File: config.mk
export PLATFORM = sky130hd
export DESIGN_NAME = xgs_pattern_gen
export DESIGN_NICKNAME = d
export VERILOG_FILES = /design/src/rtl/xgs_pattern_pkg.sv /design/src/rtl/xgs_pattern_pix.sv /design/src/rtl/xgs_pattern_gen.sv
export SDC_FILE = /design/constraint.sdc
export NUM_CORES = 1
export LEC_CHECK = 0
export BUFFER_PORTS_ARGS = -buffer_cell sky130_fd_sc_hd__buf_4
export CORE_MARGIN = 1
export CORE_UTILIZATION = 46
export DETAILED_ROUTE_END_ITERATION = 12
export HOLD_SLACK_MARGIN = 0.08
export PLACE_DENSITY = 0.64
export SETUP_SLACK_MARGIN = 0.5
export SYNTH_ARGS = -nofsm -noshare
export SYNTH_HDL_FRONTEND = slang
export SYNTH_SLANG_ARGS = --single-unit
File: constraint.sdc
create_clock -name sys_clk -period 7 [get_ports sys_clk]
set_input_delay 1.4 -clock sys_clk [delete_from_list [all_inputs] [get_ports sys_clk]]
set_output_delay 1.4 -clock sys_clk [all_outputs]
set_load 0.01 [all_outputs]
File: src/rtl/xgs_pattern_pkg.sv
// Shared types and constants for the XGS multi-lane test-pattern generator.
package xgs_pattern_pkg;

  typedef enum logic [1:0] {
    PAT_RAMP    = 2'd0,
    PAT_FIXED   = 2'd1,
    PAT_CHECKER = 2'd2,
    PAT_LFSR    = 2'd3
  } pattern_mode_t;

  typedef enum logic [1:0] {
    StIdle,
    StLine,
    StGap
  } gen_state_t;

  localparam logic [15:0] LFSR_SEED = 16'hACE1;
  // Taps for x^16 + x^14 + x^13 + x^11 + 1, bit 15 being the x^16 term.
  localparam logic [15:0] LFSR_TAPS = 16'hB400;

  function automatic logic [15:0] lfsr_step(input logic [15:0] cur);
    return {cur[14:0], ^(cur & LFSR_TAPS)};
  endfunction

endpackage

File: src/rtl/xgs_pattern_pix.sv
// Combinational pixel function for one lane of the pattern generator.
module xgs_pattern_pix
  import xgs_pattern_pkg::*;
#(
  parameter int unsigned PIX_WIDTH = 12,
  parameter int unsigned X_BITS    = 13,
  parameter int unsigned Y_BITS    = 12
) (
  input  pattern_mode_t        mode_i,
  input  logic [X_BITS-1:0]    x_i,
  input  logic [Y_BITS-1:0]    y_i,
  input  logic [15:0]          lfsr_i,
  input  logic [PIX_WIDTH-1:0] fixed_i,
  input  logic [7:0]           lane_i,
  output logic [PIX_WIDTH-1:0] pix_o
);

  logic [PIX_WIDTH-1:0] p;
  logic [PIX_WIDTH-1:0] y_trunc;
  logic [31:0]          lfsr_ext;
  logic                 unused_lfsr_hi;

  assign p              = PIX_WIDTH'(x_i) + PIX_WIDTH'(lane_i);
  assign y_trunc        = PIX_WIDTH'(y_i);
  assign lfsr_ext       = {16'h0000, lfsr_i};
  assign unused_lfsr_hi = ^lfsr_ext[31:PIX_WIDTH];

  always_comb begin
    pix_o = '0;
    unique case (mode_i)
      PAT_RAMP:    pix_o = p + y_trunc;
      PAT_FIXED:   pix_o = fixed_i;
      PAT_CHECKER: pix_o = (p[3] ^ y_i[3]) ? '1 : '0;
      PAT_LFSR:    pix_o = lfsr_ext[PIX_WIDTH-1:0] ^ PIX_WIDTH'(lane_i);
      default:     pix_o = '0;
    endcase
  end

endmodule

File: src/rtl/xgs_pattern_gen.sv
// Multi-lane frame pattern source: FSM, position counters, LFSR and registered AXI-stream outputs.
module xgs_pattern_gen
  import xgs_pattern_pkg::*;
#(
  parameter int unsigned NB_LANES  = 4,
  parameter int unsigned PIX_WIDTH = 12,
  parameter int unsigned X_BITS    = 13,
  parameter int unsigned Y_BITS    = 12,
  parameter int unsigned LINE_GAP  = 8
) (
  input  logic                          sys_clk,
  input  logic                          sys_reset_n,
  input  logic                          cfg_enable,
  input  logic [1:0]                    cfg_mode,
  input  logic [X_BITS-1:0]             cfg_x_size,
  input  logic [Y_BITS-1:0]             cfg_y_size,
  input  logic [PIX_WIDTH-1:0]          cfg_fixed_value,
  input  logic                          start,
  output logic                          busy,
  output logic                          m_tvalid,
  input  logic                          m_tready,
  output logic [NB_LANES*PIX_WIDTH-1:0] m_tdata,
  output logic                          m_tuser,
  output logic                          m_tlast,
  output logic [15:0]                   frame_cnt
);

  localparam int unsigned       GapW     = (LINE_GAP > 1) ? $clog2(LINE_GAP) : 1;
  localparam logic [X_BITS-1:0] LaneStep = X_BITS'(NB_LANES);
  localparam logic [X_BITS-1:0] LaneMask = ~X_BITS'(NB_LANES - 1);

  gen_state_t                    state_q, state_d;
  logic [X_BITS-1:0]             x_q, x_d, xsize_q, xsize_d;
  logic [Y_BITS-1:0]             y_q, y_d, ysize_q, ysize_d;
  logic [15:0]                   lfsr_q, lfsr_d;
  logic [GapW-1:0]               gap_q, gap_d;
  pattern_mode_t                 mode_q, mode_d;
  logic [PIX_WIDTH-1:0]          fixed_q, fixed_d;
  logic                          busy_q, busy_d;
  logic [15:0]                   frame_cnt_q, frame_cnt_d;
  logic                          valid_q, valid_d, user_q, user_d, last_q, last_d;
  logic [NB_LANES*PIX_WIDTH-1:0] data_q, data_d, pix_word;
  logic                          accept, eol;
  logic [X_BITS-1:0]             x_eff;

  always_comb begin
    state_d     = state_q;
    x_d         = x_q;
    y_d         = y_q;
    xsize_d     = xsize_q;
    ysize_d     = ysize_q;
    lfsr_d      = lfsr_q;
    gap_d       = gap_q;
    mode_d      = mode_q;
    fixed_d     = fixed_q;
    busy_d      = busy_q;
    frame_cnt_d = frame_cnt_q;
    accept      = valid_q & m_tready;
    eol         = (x_q == xsize_q - LaneStep);
    x_eff       = cfg_x_size & LaneMask;

    unique case (state_q)
      StIdle: begin
        if (start && cfg_enable && (x_eff >= LaneStep) && (cfg_y_size != '0)) begin
          xsize_d = x_eff;
          ysize_d = cfg_y_size;
          mode_d  = pattern_mode_t'(cfg_mode);
          fixed_d = cfg_fixed_value;
          x_d     = '0;
          y_d     = '0;
          lfsr_d  = LFSR_SEED;
          busy_d  = 1'b1;
          state_d = StLine;
        end
      end
      StLine: begin
        if (accept) begin
          lfsr_d = lfsr_step(lfsr_q);
          if (!eol) begin
            x_d = x_q + LaneStep;
          end else if (y_q == ysize_q - Y_BITS'(1)) begin
            state_d     = StIdle;
            busy_d      = 1'b0;
            frame_cnt_d = frame_cnt_q + 16'd1;
          end else if (!cfg_enable) begin
            // Abort: the line just finished cleanly, the frame is not counted.
            state_d = StIdle;
            busy_d  = 1'b0;
          end else begin
            x_d     = '0;
            y_d     = y_q + Y_BITS'(1);
            gap_d   = '0;
            state_d = (LINE_GAP == 0) ? StLine : StGap;
          end
        end
      end
      StGap: begin
        gap_d = gap_q + GapW'(1);
        if (gap_q == GapW'(LINE_GAP - 1)) begin
          state_d = StLine;
        end
      end
      default: state_d = StIdle;
    endcase
  end

  // Lanes are evaluated on next-state position so the beat is registered as it is presented.
  for (genvar k = 0; k < NB_LANES; k++) begin : g_lane
    xgs_pattern_pix #(
      .PIX_WIDTH(PIX_WIDTH),
      .X_BITS   (X_BITS),
      .Y_BITS   (Y_BITS)
    ) u_pix (
      .mode_i (mode_d),
      .x_i    (x_d),
      .y_i    (y_d),
      .lfsr_i (lfsr_d),
      .fixed_i(fixed_d),
      .lane_i (8'(k)),
      .pix_o  (pix_word[k*PIX_WIDTH +: PIX_WIDTH])
    );
  end

  always_comb begin
    valid_d = (state_d == StLine);
    data_d  = valid_d ? pix_word : '0;
    user_d  = valid_d && (x_d == '0) && (y_d == '0);
    last_d  = valid_d && (x_d == xsize_d - LaneStep);
  end

  always_ff @(posedge sys_clk or negedge sys_reset_n) begin
    if (!sys_reset_n) begin
      state_q     <= StIdle;
      x_q         <= '0;
      y_q         <= '0;
      xsize_q     <= '0;
      ysize_q     <= '0;
      lfsr_q      <= LFSR_SEED;
      gap_q       <= '0;
      mode_q      <= PAT_RAMP;
      fixed_q     <= '0;
      busy_q      <= 1'b0;
      frame_cnt_q <= '0;
      valid_q     <= 1'b0;
      data_q      <= '0;
      user_q      <= 1'b0;
      last_q      <= 1'b0;
    end else begin
      state_q     <= state_d;
      x_q         <= x_d;
      y_q         <= y_d;
      xsize_q     <= xsize_d;
      ysize_q     <= ysize_d;
      lfsr_q      <= lfsr_d;
      gap_q       <= gap_d;
      mode_q      <= mode_d;
      fixed_q     <= fixed_d;
      busy_q      <= busy_d;
      frame_cnt_q <= frame_cnt_d;
      valid_q     <= valid_d;
      data_q      <= data_d;
      user_q      <= user_d;
      last_q      <= last_d;
    end
  end

  assign busy      = busy_q;
  assign m_tvalid  = valid_q;
  assign m_tdata   = data_q;
  assign m_tuser   = user_q;
  assign m_tlast   = last_q;
  assign frame_cnt = frame_cnt_q;

endmodule
### Yosys cells after proc, flatten, opt, wreduce, memory -nomap -nowiden

Index checks and enable logic that the tools add are counted.

* output and inout bits: 68
* logic and storage cells: 122
* register bits: 153
* input bits: 44

* multiplexer cells: 48
* eq/ne operators: 16
* $add $sub $neg: 14
* bitwise gates (word level): 8
* order comparisons: 1
* reductions and logical operators: 19

Operators by type and width (count)
* 12-bit case mux with 4 select lines: 4
* 12-bit 2-to-1 mux: 11
* 13-bit 2-to-1 mux: 7
* 12-bit adder: 4
* 48-bit 2-to-1 mux: 1
* 16-bit 2-to-1 mux: 2
* 16-bit case mux with 2 select lines: 1
* 13-bit equality test: 2
* 13-bit case mux with 2 select lines: 1
* 13-bit by 3-bit subtractor with 13-bit output, second input constant: 2
* 12-bit by 1-bit adder with 12-bit output, second input constant: 2
* 12-bit by 2-bit adder with 12-bit output, second input constant: 2
* 12-bit case mux with 2 select lines: 1
* 16-bit by 1-bit adder with 16-bit output, second input constant: 1
* 2-bit 2-to-1 mux: 8
* 16-bit XOR reduction: 1
* 13-bit by 3-bit adder with 13-bit output, second input constant: 1
* 13-bit by 3-bit greater-or-equal comparator with 1-bit output, second input constant: 1
* 13-bit zero test: 1
* 12-bit equality test: 1
* 12-bit zero test: 1
* 3-bit 2-to-1 mux: 4
* 12-bit nonzero test: 1
* 12-bit by 1-bit subtractor with 12-bit output, second input constant: 1
* 21 further kinds: 45

### Longest topological paths before layout

Gate-level depths: netlist of the first run.

* word-level depth: 11
* mapped depth: 27
* gate-level depth less buffers: 24

### By module

A second synthesis of the first run with hierarchy kept.

* cell total of the unflattened synthesis: 1384
* area, all modules: 12786.0 sq um

Modules (own cells, without submodules)
* xgs_pattern_gen: cells an instance 823, times used 1, area an instance 7817.5 sq um, seq. area each 3838.7 sq um
* xgs_pattern_pix (g_lane[1].u_pix ...): cells an instance 141, times used 2, area an instance 1265.0 sq um, seq. area each 0.0 sq um
* xgs_pattern_pix (g_lane[0].u_pix): cells an instance 135, times used 1, area an instance 1221.2 sq um, seq. area each 0.0 sq um
* xgs_pattern_pix (g_lane[3].u_pix): cells an instance 144, times used 1, area an instance 1217.4 sq um, seq. area each 0.0 sq um

### Worst setup path after synthesis of the first run

OpenSTA, ideal clock, no wires.

* path type: input-to-reg
* start point: in cfg_x_size[4]
* end point: reg data_q[47], in the netlist m_tdata[47]
* arrival time: 6452 ps
* stages: 23
* slack: 454 ps
* setup time: 94 ps
* required time: 6906 ps
* path buffers: 4
* cell sequence: or3_1 -> nand4b_1 -> nand3_1 -> clkbuf_1 -> clkbuf_1 -> clkbuf_1 -> clkbuf_1 -> and3_1 -> inv_1 -> ha_1 -> inv_1 -> ha_1 -> a21o_1 -> a21o_1 -> a21o_1 -> a21oi_1 -> o21bai_1 -> a21oi_1 -> o21ai_0 -> o41ai_1 -> xor2_1 -> xnor2_1 -> a221oi_2

* cells in the longest elaborated chain, start to end: 10
* elaborated cells between the ends (all ways): 26
* those cells by class: add/sub (2); order compare (1); eq/ne (4); mux (15); bitwise (1); reduce/logical (3)

RTL lines
* start: declaration: RTL line xgs_pattern_gen.sv:15 `input logic [X_BITS-1:0] cfg_x_size,`
* 13-bit by 3-bit greater-or-equal comparator with 1-bit output (*): RTL line xgs_pattern_gen.sv:64 `if (start && cfg_enable && (x_eff >= LaneStep) && (cfg_y_size != '0)) begin`
* 1-bit logical AND (*) (2 in series): RTL line xgs_pattern_gen.sv:64
* 13-bit 2-to-1 mux (*): RTL line xgs_pattern_gen.sv:64
* 13-bit case mux with 2 select lines (*): RTL line xgs_pattern_gen.sv:62 `unique case (state_q)`
* via g_lane[0].u_pix.p[1]: RTL line xgs_pattern_pix.sv:18 `logic [PIX_WIDTH-1:0] p;`
* 12-bit by 2-bit adder with 12-bit output (*): RTL line xgs_pattern_pix.sv:23 `assign p = PIX_WIDTH'(x_i) + PIX_WIDTH'(lane_i);`
* branches (longest 2 deep; another with 12-bit adder)
* 12-bit case mux with 4 select lines (*): RTL line xgs_pattern_pix.sv:30 `unique case (mode_i)`
* 48-bit 2-to-1 mux (*): RTL line xgs_pattern_gen.sv:126 `data_d = valid_d ? pix_word : '0;`
* via data_d[47]: RTL line xgs_pattern_gen.sv:42 `logic [NB_LANES*PIX_WIDTH-1:0] data_q, data_d, pix_word;`
* end signal: assignment: RTL line xgs_pattern_gen.sv:161 `data_q <= data_d;`
* end: declaration: RTL line xgs_pattern_gen.sv:42

Mark *: on every way through the listed nets, which the timed path passes. The select of a mux whose other input is x is not followed.
A chain may end at the register's enable or synchronous reset.

### Final worst setup path of the first run

* start point: reg xsize_q[3]
* end point: reg data_q[47], in the netlist m_tdata[47]

* cells in the longest elaborated chain, start to end: 10
* elaborated cells between the ends (all ways): 18
* those cells by class: add/sub (3); eq/ne (2); mux (12); bitwise (1)

RTL lines
* start: declaration: RTL line xgs_pattern_gen.sv:33 `logic [X_BITS-1:0] x_q, x_d, xsize_q, xsize_d;`
* start signal: assignment: RTL line xgs_pattern_gen.sv:152 `xsize_q <= xsize_d;`
* 13-bit by 3-bit subtractor with 13-bit output (*): RTL line xgs_pattern_gen.sv:59 `eol = (x_q == xsize_q - LaneStep);`
* 13-bit equality test (*): RTL line xgs_pattern_gen.sv:59
* 13-bit 2-to-1 mux (*): RTL line xgs_pattern_gen.sv:79 `if (!eol) begin`
* 13-bit 2-to-1 mux (*): RTL line xgs_pattern_gen.sv:77 `if (accept) begin`
* 13-bit case mux with 2 select lines (*): RTL line xgs_pattern_gen.sv:62
* via g_lane[0].u_pix.p[1]: RTL line xgs_pattern_pix.sv:18
* 12-bit by 2-bit adder with 12-bit output (*): RTL line xgs_pattern_pix.sv:23
* branches (longest 2 deep; another with 12-bit adder)
* 12-bit case mux with 4 select lines (*): RTL line xgs_pattern_pix.sv:30
* 48-bit 2-to-1 mux (*): RTL line xgs_pattern_gen.sv:126
* via data_d[47]: RTL line xgs_pattern_gen.sv:42

Mark *: on every way through the listed nets, which the timed path passes.

==> metrics.md, run 1 <==
| Metric | Value |
|---|---|
| Status | `complete, but fails checks` |
| Violated checks | `design-rule violations` |
| Number of placed I/O pins | `112` |
| Post-layout util | `55.3%` |
| Std cell rows | `54` |
| Crit start category | `register` |
| Avg Cell Area, Syn | `8.84 sq um` |
| Total inserted antenna cells | `0` |
| Share of synthesized flip-flops with an asynchronous set or reset | `100%` |
| Cell chosen for the clock root | `clkbuf_16` |
| Slew HR | `around a tenth` |
| Critical Path Fanout Max | `11` |
| Final critical-path required period | `6090 ps` |
| # Max-Cap Violations | `0` |
| Routed Antenna Nets | `0` |
| Latest clock arrival within the worst-skew pair | `about 440 ps` |
| Area grow syn2layout | `17.3%` |
| Antenna violations before repair | `0` |
| Count of fill cells added during filler insertion | `2,016` |
| Netlist area before placement | `between 10,000 and 15,000 sq um` |
| Largest net degree at the start of global routing | `95` |
| Crit Reg-Reg Startpoint | `xsize_q[3]` |
| Placed Cells | `1,533` |
| Post-detailed-placement half-perimeter wirelength | `~21,000 um` |
| Count of mapped cells out of synthesis | `1,171` |
| CTS tree | `yes` |
| Global-route wire length before repair | `45,500 um` |
| Total global-route track usage | `25.0%` |
| CTS clock-pin slew for the worst setup and hold paths | `around 70 ps` |
| Overall die height | `152 um` |
| Die Span X | `152 um` |
| Number of cell instances on the worst register-to-register path | `23` |
| Yosys warnings | `0` |
| Number of vias in the routed layout | `roughly 9,000` |
| Number of iterations in the first detailed-routing pass | `9` |
| Highest clock rate | `164 MHz` |
| Max Transition Viols Final | `0` |
| Leading register cell type out of synthesis | `dfrtp_1` |
| Required time of the worst setup path | `about 7300 ps` |
| Unique cell type count in the Yosys netlist | `just over 90` |
| Yosys reg bits | `153` |
| Total detailed-routing wirelength | `28,400 um` |
| Initial core utilization | `47.1%` |
| Final Non-Filler Cells | `1,567` |
| Type of element capturing the critical path | `register` |
| Avg Vias per Cell | `5.75` |
| Average routed wire per standard cell | `18.1 um` |
| CTS H-tree lvls | `4` |
| Fraction of final layout cells sized beyond drive strength 1 | `17.2%` |
| Hold Vio Cnt, Final | `0` |
| Power per unit of standard cell area | `434 nW/um^2` |
| Seq/Total Area, Yosys | `between 30 and 40%` |
| Number of endpoints failing setup at the final stage | `0` |
| Standby leakage power | `5.74 nW` |
| Hold path startpoint | `fixed_q[5]` |
| Final critical-path share of the clock period | `86.9%` |
| Final RePlAce weighted congestion | `0.899` |
| Core box area | `22,000 sq um` |
| Unrepaired setup endpoints after global routing | `false` |
| Nets@finish | `1,376` |
| CTS Sinks | `approximately 150` |
| Type of the worst setup path | `reg -> reg` |
| EDFF count, synth | `0` |
| Worst-Margin Slew | `1340 ps` |
| Worst endpoint data arrival time | `6360 ps` |
| Terminating pin of the worst hold path | `fixed_q[5]` |
| Number of stages on the worst hold path | `2` |
| Hold WC Path Type | `reg -> reg` |
| Number of global-route vias before repair | `8,584` |
| Total power | `5.27 mW` |
| Worst R2R Setup Slack | `910 ps` |
| Max VDD drop | `between 0.15 and 0.2 mV` |
| Violation count after the first detailed-routing iteration | `about 700` |
| Final routed DRC violation total | `10` |
| Total clock buffers created by CTS | `17` |
| Number of buffers on the longest clock path | `2` |
| Final global-route overflow total | `0` |
| Die Footprint | `23,100 sq um` |
| Clock skew after layout | `16.5 ps` |
| Nets in the synthesized netlist | `between 1,000 and 1,500` |
| Fin Setup TNS | `0 ps` |
| Worst R2R End | `m_tdata[47]` |
| Worst hold slack across all endpoints | `471 ps` |
| Buffers on Ports | `109` |
where the power goes:
part | internal (mW) | switching [mW]
combinational | 1.17 | 1.68
clock | 0.533 | 0.400
sequential | 1.23 | 0.244
worst max-delay path: stages (launching register included):
cell	delay [ps]
dfrtp_1	460
inv_1	70
ha_1	250
or4_1	530
a211oi_1	290
a211oi_2	130
or3_4	460
or3_1	420
and3_1	290
inv_2	150
ha_1	170
a22o_1	280
a21oi_1	100
a21oi_1	200
ha_1	310
a21o_1	180
a21oi_1	210
o21bai_1	110
a21oi_1	230
o21ai_0	150
o41ai_1	330
xor2_1	140
xnor2_1	360
a221oi_2	100
logic make-up (layout without fill, tap and decap cells):
group / Yosys count / after routing / share of synthesized area (%)
buffers and inverters: 104 / 220 / 4.11
adders and majority gates: 59 / 59 / 7.38
DFF: 153 / 153 / 37.1
AOI/OAI and AO/OA: 247 / 247 / 17.0
and+or+nand+nor: 469 / 469 / 22.1
xor gates and xnor gates: 115 / 115 / 9.95
muxes: 24 / 24 / 2.39
flip-flops by register name (all words and copies together) (netlist names):
signal,count
busy,1
fixed_q,12
frame_cnt,16
gap_q,3
lfsr_q,16
m_tdata,48
m_tlast,1
m_tuser,1
m_tvalid,1
mode_q,2
state_q,2
x_q,13
xsize_q,13
y_q,12
ysize_q,12
metrics by stage:
step,setup WS (ps),instance area [sq um]
after global routing,544,12100
final,915,12100
after floorplan,548,10300
after CTS,759,12100
after detailed placement,776,11500
after global placement,855,11500
cell usage after synthesis (4+ instances only):
library cell / instances / share of area (%)
inv_1: 46 / 1.7
or2_2: 4 / 0.24
nor4_1: 12 / 0.73
nand3_1: 51 / 2.5
o21ai_0: 51 / 2.5
a21o_1: 21 / 1.5
nand3b_1: 5 / 0.36
nor3_1: 31 / 1.5
a31oi_1: 10 / 0.60
ha_1: 53 / 6.4
o21bai_1: 7 / 0.51
buf_1: 8 / 0.29
fa_1: 4 / 0.77
a211oi_2: 4 / 0.48
dfrtp_1: 145 / 35
mux2i_1: 20 / 1.9
a221oi_1: 32 / 2.7
nor2b_1: 14 / 0.85
a21boi_0: 6 / 0.44
or3_1: 14 / 0.85
nor2_1: 58 / 2.1
and3_1: 21 / 1.3
o211ai_1: 4 / 0.29
xnor2_1: 76 / 6.4
clkbuf_1: 33 / 1.2
a21oi_1: 60 / 2.9
dfstp_2: 8 / 2.0
nand2_1: 195 / 7.1
nand2b_1: 13 / 0.79
o21a_1: 5 / 0.36
or4_1: 5 / 0.36
buf_2: 7 / 0.34
and2_1: 8 / 0.48
nand4_1: 16 / 0.97
xor2_1: 37 / 3.1
layout by cell type (no fill, tap or decap), types with 4 or more instances in the layout:
cell       netlist  layout
ha_1            53      53
a21boi_0         6       6
nor2_1          58      57
inv_6            0       5
inv_2            3       4
or2_2            4       4
dfstp_2          8       8
a21oi_1         60      60
o21ai_0         51      51
or3_1           14      14
o21a_1           5       5
xnor2_1         76      76
o211ai_1         4       4
buf_4            3     136
and2_1           8       8
nor3_1          31      31
xor2_1          37      37
a31oi_1         10       9
fa_1             4       4
or4_1            5       5
and3_1          21      21
nand4_1         16      16
nor2b_1         14      14
nor4_1          12      12
clkbuf_16        0      17
a221oi_1        32      32
nand2b_1        13      13
dfrtp_1        145     144
a211oi_2         4       4
nand3b_1         5       5
inv_1           46      45
nand3_1         51      50
nand2_1        195     195
o21bai_1         7       7
mux2i_1         20      20
a21o_1          21      21
timing repair:
action	CTS	global route
gates resized for setup	0	3
setup endpoints to repair	0	2
setup buffers	0	3
hold buffers	0	0
how the worst max path moves through the flow:
stage,startpoint,endpoint,slack (ps),depth (start not counted)
2_1_floorplan,cfg_x_size[4],m_tdata[47],550,23
3_3_place_gp,cfg_x_size[4],m_tdata[47],860,20
3_5_place_dp,cfg_x_size[4],m_tdata[47],780,20
4_1_cts,xsize_q[2],m_tdata[47],760,23
5_1_grt,xsize_q[3],m_tdata[47],540,23
6_report,xsize_q[3],m_tdata[47],910,23
final cells by class:
cell class,instances,area (sq um),area share (%)
inverters,51,191,1.58
repair buffers,138,1050,8.67
multi-input cells,914,6110,50.4
flip-flops and latches,153,3840,31.6
clock inverters,14,164,1.35
clock buffers,17,425,3.51
well taps,280,350,2.89
layer usage:
| layer | up-vias | GRT usage (%) | wire (um) |
|---|---|---|---|
| met5 | - | 0 | 0 |
| met4 | 0 | 8.65 | 545 |
| met3 | 46 | 4.51 | 1730 |
| met2 | 269 | 39.4 | 13200 |
| met1 | 4329 | 34.5 | 13000 |
| li1 | 4369 | - | - |
No activity file was read; power rests on OpenSTA's default activity.
==> inputs of run 2 (changes only) <==
--- a/config.mk
+++ b/config.mk
@@ -5,6 +5,7 @@
 export SDC_FILE = /design/constraint.sdc
 export NUM_CORES = 1
 export LEC_CHECK = 0
+export ABC_AREA = 1
 export BUFFER_PORTS_ARGS = -buffer_cell sky130_fd_sc_hd__buf_4
 export CORE_MARGIN = 1
 export CORE_UTILIZATION = 46
==> metrics.md, run 2 <==
| Metric | Value |
|---|---|
| Path length in cells of the critical path | `28 (was 23)` |
| Commonest cells after routing, fill and taps aside | `350 x nand2_1, 196 x inv_1, 145 x dfrtp_1, 128 x nor2_1, 120 x buf_4 (was 195 x nand2_1, 144 x dfrtp_1, 136 x buf_4, 76 x xnor2_1, 60 x a21oi_1)` |
| Final RePlAce weighted congestion | `0.958 (was 0.899)` |
| # Max-Cap Violations | `0 (unchanged)` |
| Total power | `4.05 mW (was 5.27 mW)` |
| Worst hold slack across all endpoints | `473 ps (was 471 ps)` |
| Worst endpoint data arrival time | `6000 ps (was 6360 ps)` |
| Average routed wire per standard cell | `16.5 um (was 18.1 um)` |
| Nets@finish | `1,714 (was 1,376)` |
| CTS Sinks | `153 (unchanged)` |
| Total global-route track usage | `27.1% (was 25.0%)` |
| Number of endpoints failing setup at the final stage | `0 (unchanged)` |
| Buffer and inverter count on the worst path | `7 (was 2)` |
| Total clock buffers created by CTS | `17 (unchanged)` |
| Std cell rows | `56 (was 54)` |
| Hold path startpoint | `frame_cnt[15] (was fixed_q[5])` |
| Hold Vio Cnt, Final | `0 (unchanged)` |
| Clock skew after layout | `15.2 ps (was 16.5 ps)` |
| CP max-delay cell | `o41ai_1 (was or4_1)` |
| Netlist area before placement | `11,100 sq um (was 10,300 sq um)` |
| Number of buffers on the longest clock path | `2 (unchanged)` |
| Avg Cell Area, Syn | `7.37 sq um (was 8.84 sq um)` |
| Power per unit of standard cell area | `315 nW/um^2 (was 434 nW/um^2)` |
| Type of element capturing the critical path | `register (unchanged)` |
| Number of iterations in the first detailed-routing pass | `5 (was 9)` |
| Violation count after the first detailed-routing iteration | `797 (was 697)` |
| Nets in the synthesized netlist | `1,602 (was 1,272)` |
| Number of hold buffers added after CTS | `0 (unchanged)` |
| Most area-consuming cells after synthesis | `dfrtp_1 33%, nand2_1 12%, inv_1 6.7%, ha_1 6.0%, xor2_1 4.4% (was dfrtp_1 35%, nand2_1 7.1%, xnor2_1 6.4%, ha_1 6.4%, xor2_1 3.1%)` |
| Total detailed-routing wirelength | `32,100 um (was 28,400 um)` |
| Number of vias in the routed layout | `10,300 (was 9,013)` |
| Die Footprint | `24,700 sq um (was 23,100 sq um)` |
| Yosys warnings | `0 (unchanged)` |
| Crit Reg-Reg Startpoint | `ysize_q[0] (was xsize_q[3])` |
| Unique cell type count in the Yosys netlist | `65 (was 91)` |
| Gates resized, CTS repair | `0 (unchanged)` |
| Max VDD drop | `0.211 mV (was 0.195 mV)` |
| Worst R2R End | `m_tdata[47] (unchanged)` |
| Highest clock rate | `176 MHz (was 164 MHz)` |
| Final global-route overflow total | `0 (unchanged)` |
| Total inserted antenna cells | `0 (unchanged)` |
| EDFF count, synth | `0 (unchanged)` |
| Post-detailed-placement half-perimeter wirelength | `24,400 um (was 21,000 um)` |
| Number of cell instances on the worst register-to-register path | `34 (was 23)` |
| Yosys reg bits | `153 (unchanged)` |
| Latest clock arrival within the worst-skew pair | `440 ps (about the same)` |
| Number of global-route vias before repair | `9,740 (was 8,584)` |
| Hold WC Path Type | `reg -> reg (unchanged)` |
| Largest net degree at the start of global routing | `91 (was 95)` |
| CTS clock-pin slew for the worst setup and hold paths | `70 ps (about the same)` |
| Leading register cell type out of synthesis | `dfrtp_1 (unchanged)` |
| Number of placed I/O pins | `112 (unchanged)` |
| Cell family with the largest share of critical-path delay | `simple AND/OR/NAND/NOR gates (was compound AO/OA/AOI/OAI gates)` |
| Area grow syn2layout | `16.3% (was 17.3%)` |
| Avg Vias per Cell | `5.28 (was 5.75)` |
| Share of synthesized flip-flops with an asynchronous set or reset | `100% (unchanged)` |
| Top-count cell post-synth | `nand2_1 (unchanged)` |
| Max Transition Viols Final | `0 (unchanged)` |
| Standby leakage power | `6.56 nW (was 5.74 nW)` |
| CTS tree | `yes (unchanged)` |
| Routed Antenna Nets | `0 (unchanged)` |
| CP startpoint | `m_tready (was xsize_q[3])` |
| Status | `complete, no violations (was complete, but fails checks)` |
| Top-area cell type share of the netlist area | `32.8% (was 35.1%)` |
| Final critical-path share of the clock period | `81.1% (was 86.9%)` |
| Seq/Total Area, Yosys | `34.7% (was 37.1%)` |
| Type of the worst setup path | `in -> reg (was reg -> reg)` |
| Initial core utilization | `47.0% (was 47.1%)` |
| Top cell by count, worst path | `nand2_1 (was a21oi_1)` |
| Slew HR | `21.4% (was 9.94%)` |
| Antenna violations before repair | `0 (unchanged)` |
| Die Span X | `157 um (was 152 um)` |
| Core box area | `23,500 sq um (was 22,000 sq um)` |
| CTS H-tree lvls | `4 (unchanged)` |
| Cell taking the most area after synthesis | `dfrtp_1 (unchanged)` |
| Critical Path Fanout Max | `13 (was 11)` |
| Number of stages on the worst hold path | `1 (was 2)` |
| Crit start category | `input port (was register)` |
| Worst-Margin Slew | `1170 ps (was 1340 ps)` |
| Number of flip-flops in the largest register | `48 (unchanged)` |
| Most frequent standard cell in the layout excluding fill and tap cells | `nand2_1 (unchanged)` |
| Overall die height | `157 um (was 152 um)` |
| Buffers on Ports | `109 (unchanged)` |
| Fraction of final layout cells sized beyond drive strength 1 | `16.6% (was 17.2%)` |
| Worst R2R Setup Slack | `1430 ps (was 910 ps)` |
| Count of mapped cells out of synthesis | `1,501 (was 1,171)` |
| Cell chosen for the clock root | `clkbuf_16 (unchanged)` |
| Largest incremental delay on the critical path | `630 ps (was 530 ps)` |
| Commonest cells post-synth | `350 x nand2_1, 196 x inv_1, 145 x dfrtp_1, 129 x nor2_1, 92 x o21ai_0 (was 195 x nand2_1, 145 x dfrtp_1, 76 x xnor2_1, 60 x a21oi_1, 58 x nor2_1)` |
| Unrepaired setup endpoints after global routing | `false (unchanged)` |
| Number of setup buffers added after CTS | `0 (unchanged)` |
| Fin Setup TNS | `0 ps (unchanged)` |
| Final critical-path required period | `5680 ps (was 6090 ps)` |
| Final routed DRC violation total | `0 (was 10)` |
| Required time of the worst setup path | `7330 ps (was 7270 ps)` |
| Terminating pin of the worst hold path | `frame_cnt[15] (was fixed_q[5])` |
| Global-route wire length before repair | `51,200 um (was 45,500 um)` |
[run 2: worst max-delay path by stage]
stage	endpoint	slack, ps
final	m_tdata[47]	1320
after global routing	m_tdata[47]	830
after CTS	m_tdata[47]	1370
after detailed placement	m_tdata[47]	960
after global placement	m_tdata[47]	960
after floorplan	m_tdata[34]	1760
[run 2: power by group]
group / internal [mW] / leakage, nW / total [mW] / switching, mW
registers: 1.06 / 1.80 / 1.15 / 0.0926
logic: 0.764 / 4.47 / 1.94 / 1.17
clock network: 0.488 / 0.297 / 0.962 / 0.474
[run 2: routing by layer]
| layer | routed length [um] | vias up | part of all wire (%) | global-route usage [%] |
|---|---|---|---|---|
| met1 | 15000 | 4802 | 47 | 36.7 |
| met4 | 1110 | 0 | 3.5 | 11.0 |
| met3 | 1460 | 53 | 4.6 | 3.61 |
| met5 | 0 | - | 0 | 0 |
| met2 | 14600 | 289 | 45 | 43.8 |
| li1 | - | 5129 | - | - |
[run 2: kinds of logic (layout without fill, tap and decap cells)]
| family | after synthesis | in the layout | synth area share (%) |
|---|---|---|---|
| compound gates | 274 | 274 | 14.5 |
| mux | 2 | 2 | 0.192 |
| xor+xnor | 81 | 81 | 6.73 |
| buf+inv | 237 | 362 | 8.22 |
| fa+ha+maj | 57 | 57 | 6.72 |
| simple gates | 697 | 697 | 28.9 |
| flops | 153 | 153 | 34.7 |
[run 2: per-stage QoR]
| stage | util, % | worst slack [ps] | std cells | cell area [sq um] |
|---|---|---|---|---|
| detailed placement | 52.1 | 959 | 1913 | 12300 |
| global route | 54.7 | 826 | 1945 | 12900 |
| CTS | 54.7 | 1370 | 1945 | 12900 |
| finish | 54.7 | 1320 | 1945 | 12900 |
| floorplan | - | 1760 | 1501 | 11100 |
| global placement | 52.1 | 955 | 1913 | 12300 |
[run 2: layout make-up]
class | count | area, sq um
Clock buffer | 17 | 425
Clock inverter | 15 | 186
Fill cell | 2313 | 10700
Inverter | 209 | 786
Multi-Input combinational cell | 1111 | 6320
Sequential cell | 153 | 3840
Tap cell | 319 | 399
Timing Repair Buffer | 121 | 912
==> inputs of run 3 (changes only) <==
==> constraint.sdc (replaced) <==
create_clock -name sys_clk -period 5.7 [get_ports sys_clk]
set_input_delay 1.14 -clock sys_clk [delete_from_list [all_inputs] [get_ports sys_clk]]
set_output_delay 1.14 -clock sys_clk [all_outputs]
set_load 0.01 [all_outputs]
==> metrics.md, run 3 (synthesis results as in run 2) <==
| Metric | Value |
|---|---|
| Status | `complete, no violations (unchanged)` |
| Final global-route overflow total | `0 (unchanged)` |
| Required time of the worst setup path | `6030 ps (was 7330 ps)` |
| Worst-Margin Slew | `874 ps (was 1170 ps)` |
| Part of the power in registers | `27.3% (was 28.4%)` |
| Number of buffers on the longest clock path | `2 (unchanged)` |
| Core box area | `23,500 sq um (unchanged)` |
| Hold WC Path Type | `reg -> reg (unchanged)` |
| Final RePlAce weighted congestion | `1.00 (was 0.958)` |
| Final critical-path share of the clock period | `between 80% and 90%` |
| Standby leakage power | `6.73 nW (was 6.56 nW)` |
| Commonest cells after routing, fill and taps aside | `344 x nand2_1, 192 x inv_1, 154 x buf_4, 145 x dfrtp_1, 119 x nor2_1 (was 350 x nand2_1, 196 x inv_1, 145 x dfrtp_1, 128 x nor2_1, 120 x buf_4)` |
| Clock power share | `23.2% (was 23.8%)` |
| Total clock buffers created by CTS | `17 (unchanged)` |
| Highest clock rate | `207 MHz` |
| Buffers on Ports | `109 (unchanged)` |
| Avg Vias per Cell | `5.25 (was 5.28)` |
| Number of hold buffers added after CTS | `0 (unchanged)` |
| CP max-delay cell | `dfrtp_1 (was o41ai_1)` |
| Initial core utilization | `47.0% (unchanged)` |
| Fraction of power consumed by combinational cells | `49.6% (was 47.9%)` |
| CTS H-tree lvls | `4 (unchanged)` |
| Type of the worst setup path | `reg -> reg (was in -> reg)` |
| Violation count after the first detailed-routing iteration | `735 (was 797)` |
| Global Route met3 Usage | `3.83% (was 3.61%)` |
| Die Span X | `157 um (unchanged)` |
| Worst hold slack across all endpoints | `473 ps (about the same)` |
| Nets@finish | `1,749 (was 1,714)` |
| Clock skew after layout | `21.3 ps (was 15.2 ps)` |
| Highest-utilization routing layer at the global route stage | `met2 (unchanged)` |
| Most frequent standard cell in the layout excluding fill and tap cells | `nand2_1 (unchanged)` |
| Final critical-path required period | `4820 ps` |
| Die Footprint | `24,700 sq um (unchanged)` |
| Unrepaired setup endpoints after global routing | `false (unchanged)` |
| Power dissipated by switching net loads | `2.22 mW (was 1.74 mW)` |
| Critical Path Fanout Max | `7 (was 13)` |
| Largest net degree at the start of global routing | `58 (was 91)` |
| CTS clock-pin slew for the worst setup and hold paths | `70 ps (about the same)` |
| Global Route met1 Usage | `36.4% (was 36.7%)` |
| Post-layout util | `56.9% (was 54.7%)` |
| Final routed DRC violation total | `0 (unchanged)` |
| Routed Antenna Nets | `0 (unchanged)` |
| Hold Vio Cnt, Final | `0 (unchanged)` |
| Count of fill cells added during filler insertion | `2,232 (was 2,313)` |
| Fraction of final layout cells sized beyond drive strength 1 | `20.9% (was 16.6%)` |
| Number of flip-flops in the largest register | `48 (unchanged)` |
| Number of global-route vias before repair | `9,993 (was 9,740)` |
| Average routed wire per standard cell | `16.4 um (was 16.5 um)` |
| CTS tree | `yes (unchanged)` |
| Power per unit of standard cell area | `388 nW/um^2 (was 315 nW/um^2)` |
| Fin Setup TNS | `0 ps (unchanged)` |
| Overall die height | `157 um (unchanged)` |
| Total detailed-routing wirelength | `32,400 um (was 32,100 um)` |
| Area grow syn2layout | `21.0% (was 16.3%)` |
| Largest incremental delay on the critical path | `370 ps (was 630 ps)` |
| Global-route wire length before repair | `51,200 um (about the same)` |
| Post-detailed-placement half-perimeter wirelength | `24,500 um (was 24,400 um)` |
| Latest clock arrival within the worst-skew pair | `450 ps (was 440 ps)` |
| Share of total power consumed by net switching | `42.9% (was 43.0%)` |
| Number of vias in the routed layout | `10,400 (was 10,300)` |
| Max VDD drop | `0.279 mV (was 0.211 mV)` |
| Number of iterations in the first detailed-routing pass | `5 (unchanged)` |
| Type of element capturing the critical path | `register (unchanged)` |
| Internal | `2.96 mW (was 2.31 mW)` |
| CTS Sinks | `153 (unchanged)` |
| Worst endpoint data arrival time | `5150 ps (was 6000 ps)` |
| Total global-route track usage | `27.0% (was 27.1%)` |
| Number of endpoints failing setup at the final stage | `0 (unchanged)` |
| Number of placed I/O pins | `112 (unchanged)` |
| Cell chosen for the clock root | `clkbuf_16 (unchanged)` |
| Crit start category | `register (was input port)` |
| # Max-Cap Violations | `0 (unchanged)` |
| GRT met2 Usage | `42.8% (was 43.8%)` |
| Total inserted antenna cells | `0 (unchanged)` |
| Max Transition Viols Final | `0 (unchanged)` |
| Slew HR | `41.1% (was 21.4%)` |
| Antenna violations before repair | `0 (unchanged)` |
| Top cell by count, worst path | `nand2_1 (unchanged)` |
| Std cell rows | `56 (unchanged)` |
run 3: cell count changes in the layout (fill, tap and decap cells not counted), sizes merged:
cell	change
buf	+35
run 3: final timing paths:
| check | startpoint | slack [ps] | end | cells past startpoint |
|---|---|---|---|---|
| max | ysize_q[0] | 880 | m_tdata[47] | 36 |
| min | frame_cnt[15] | 470 | frame_cnt[15] | 1 |
| max reg2reg | ysize_q[0] | 880 | m_tdata[47] | 36 |
| min reg2reg | frame_cnt[15] | 470 | frame_cnt[15] | 1 |
| max in group asynchronous | sys_reset_n | 3920 | m_tdata[19] | 2 |
| min in group asynchronous | sys_reset_n | 670 | x_q[10] | 1 |
run 3: worst max-delay path, delay by kind of cell (launching register included):
kind	cells	cell delay, ps
buffers and inverters	6	550
DFF	1	370
and+or+nand+nor	21	2220
xor gates and xnor gates	1	210
adders and majority gates	3	660
AOI/OAI and AO/OA	5	740
run 3: per-stage QoR:
step | total power, mW | area [sq um] | cells | setup slack, ps
after floorplan | 3.03 | 11100 | 1501 | 722
final | 5.19 | 13400 | 1980 | 878
after CTS | 5.04 | 13100 | 1967 | 516
after global placement | 3.78 | 12400 | 1935 | 306
after global routing | 5.53 | 13400 | 1980 | 449
after detailed placement | 3.78 | 12400 | 1935 | 272
run 3: layout make-up:
cell class	instances	area, sq um	area share, %
Multi-Input combinational cell	1111	6540	48.9
Timing Repair Buffer	156	1180	8.81
Clock buffer	17	425	3.18
Inverter	209	790	5.90
Sequential cell	153	3840	28.7
Clock inverter	15	211	1.58
Tap cell	319	399	2.98
run 3: per-layer routing:
metal | wire [um] | up-vias
met4 | 1460 | 0
met2 | 14600 | 307
li1 | - | 5208
met3 | 1510 | 72
met1 | 14800 | 4809
met5 | 0 | -
run 3: timing repair:
action,4_1_cts,5_1_grt
buffers inserted,0,13
setup endpoints to repair,2,9
resized for setup,2,58
pin swaps,0,14
run 3: power by group through the flow:
stage          logic [mW]  registers [mW]  clock network (mW)
2_1_floorplan        1.57            1.46                   0
3_3_place_gp         2.35            1.43                   0
3_5_place_dp         2.36            1.42                   0
4_1_cts              2.40            1.41                1.23
5_1_grt              2.83            1.43                1.27
6_report             2.57            1.41                1.20
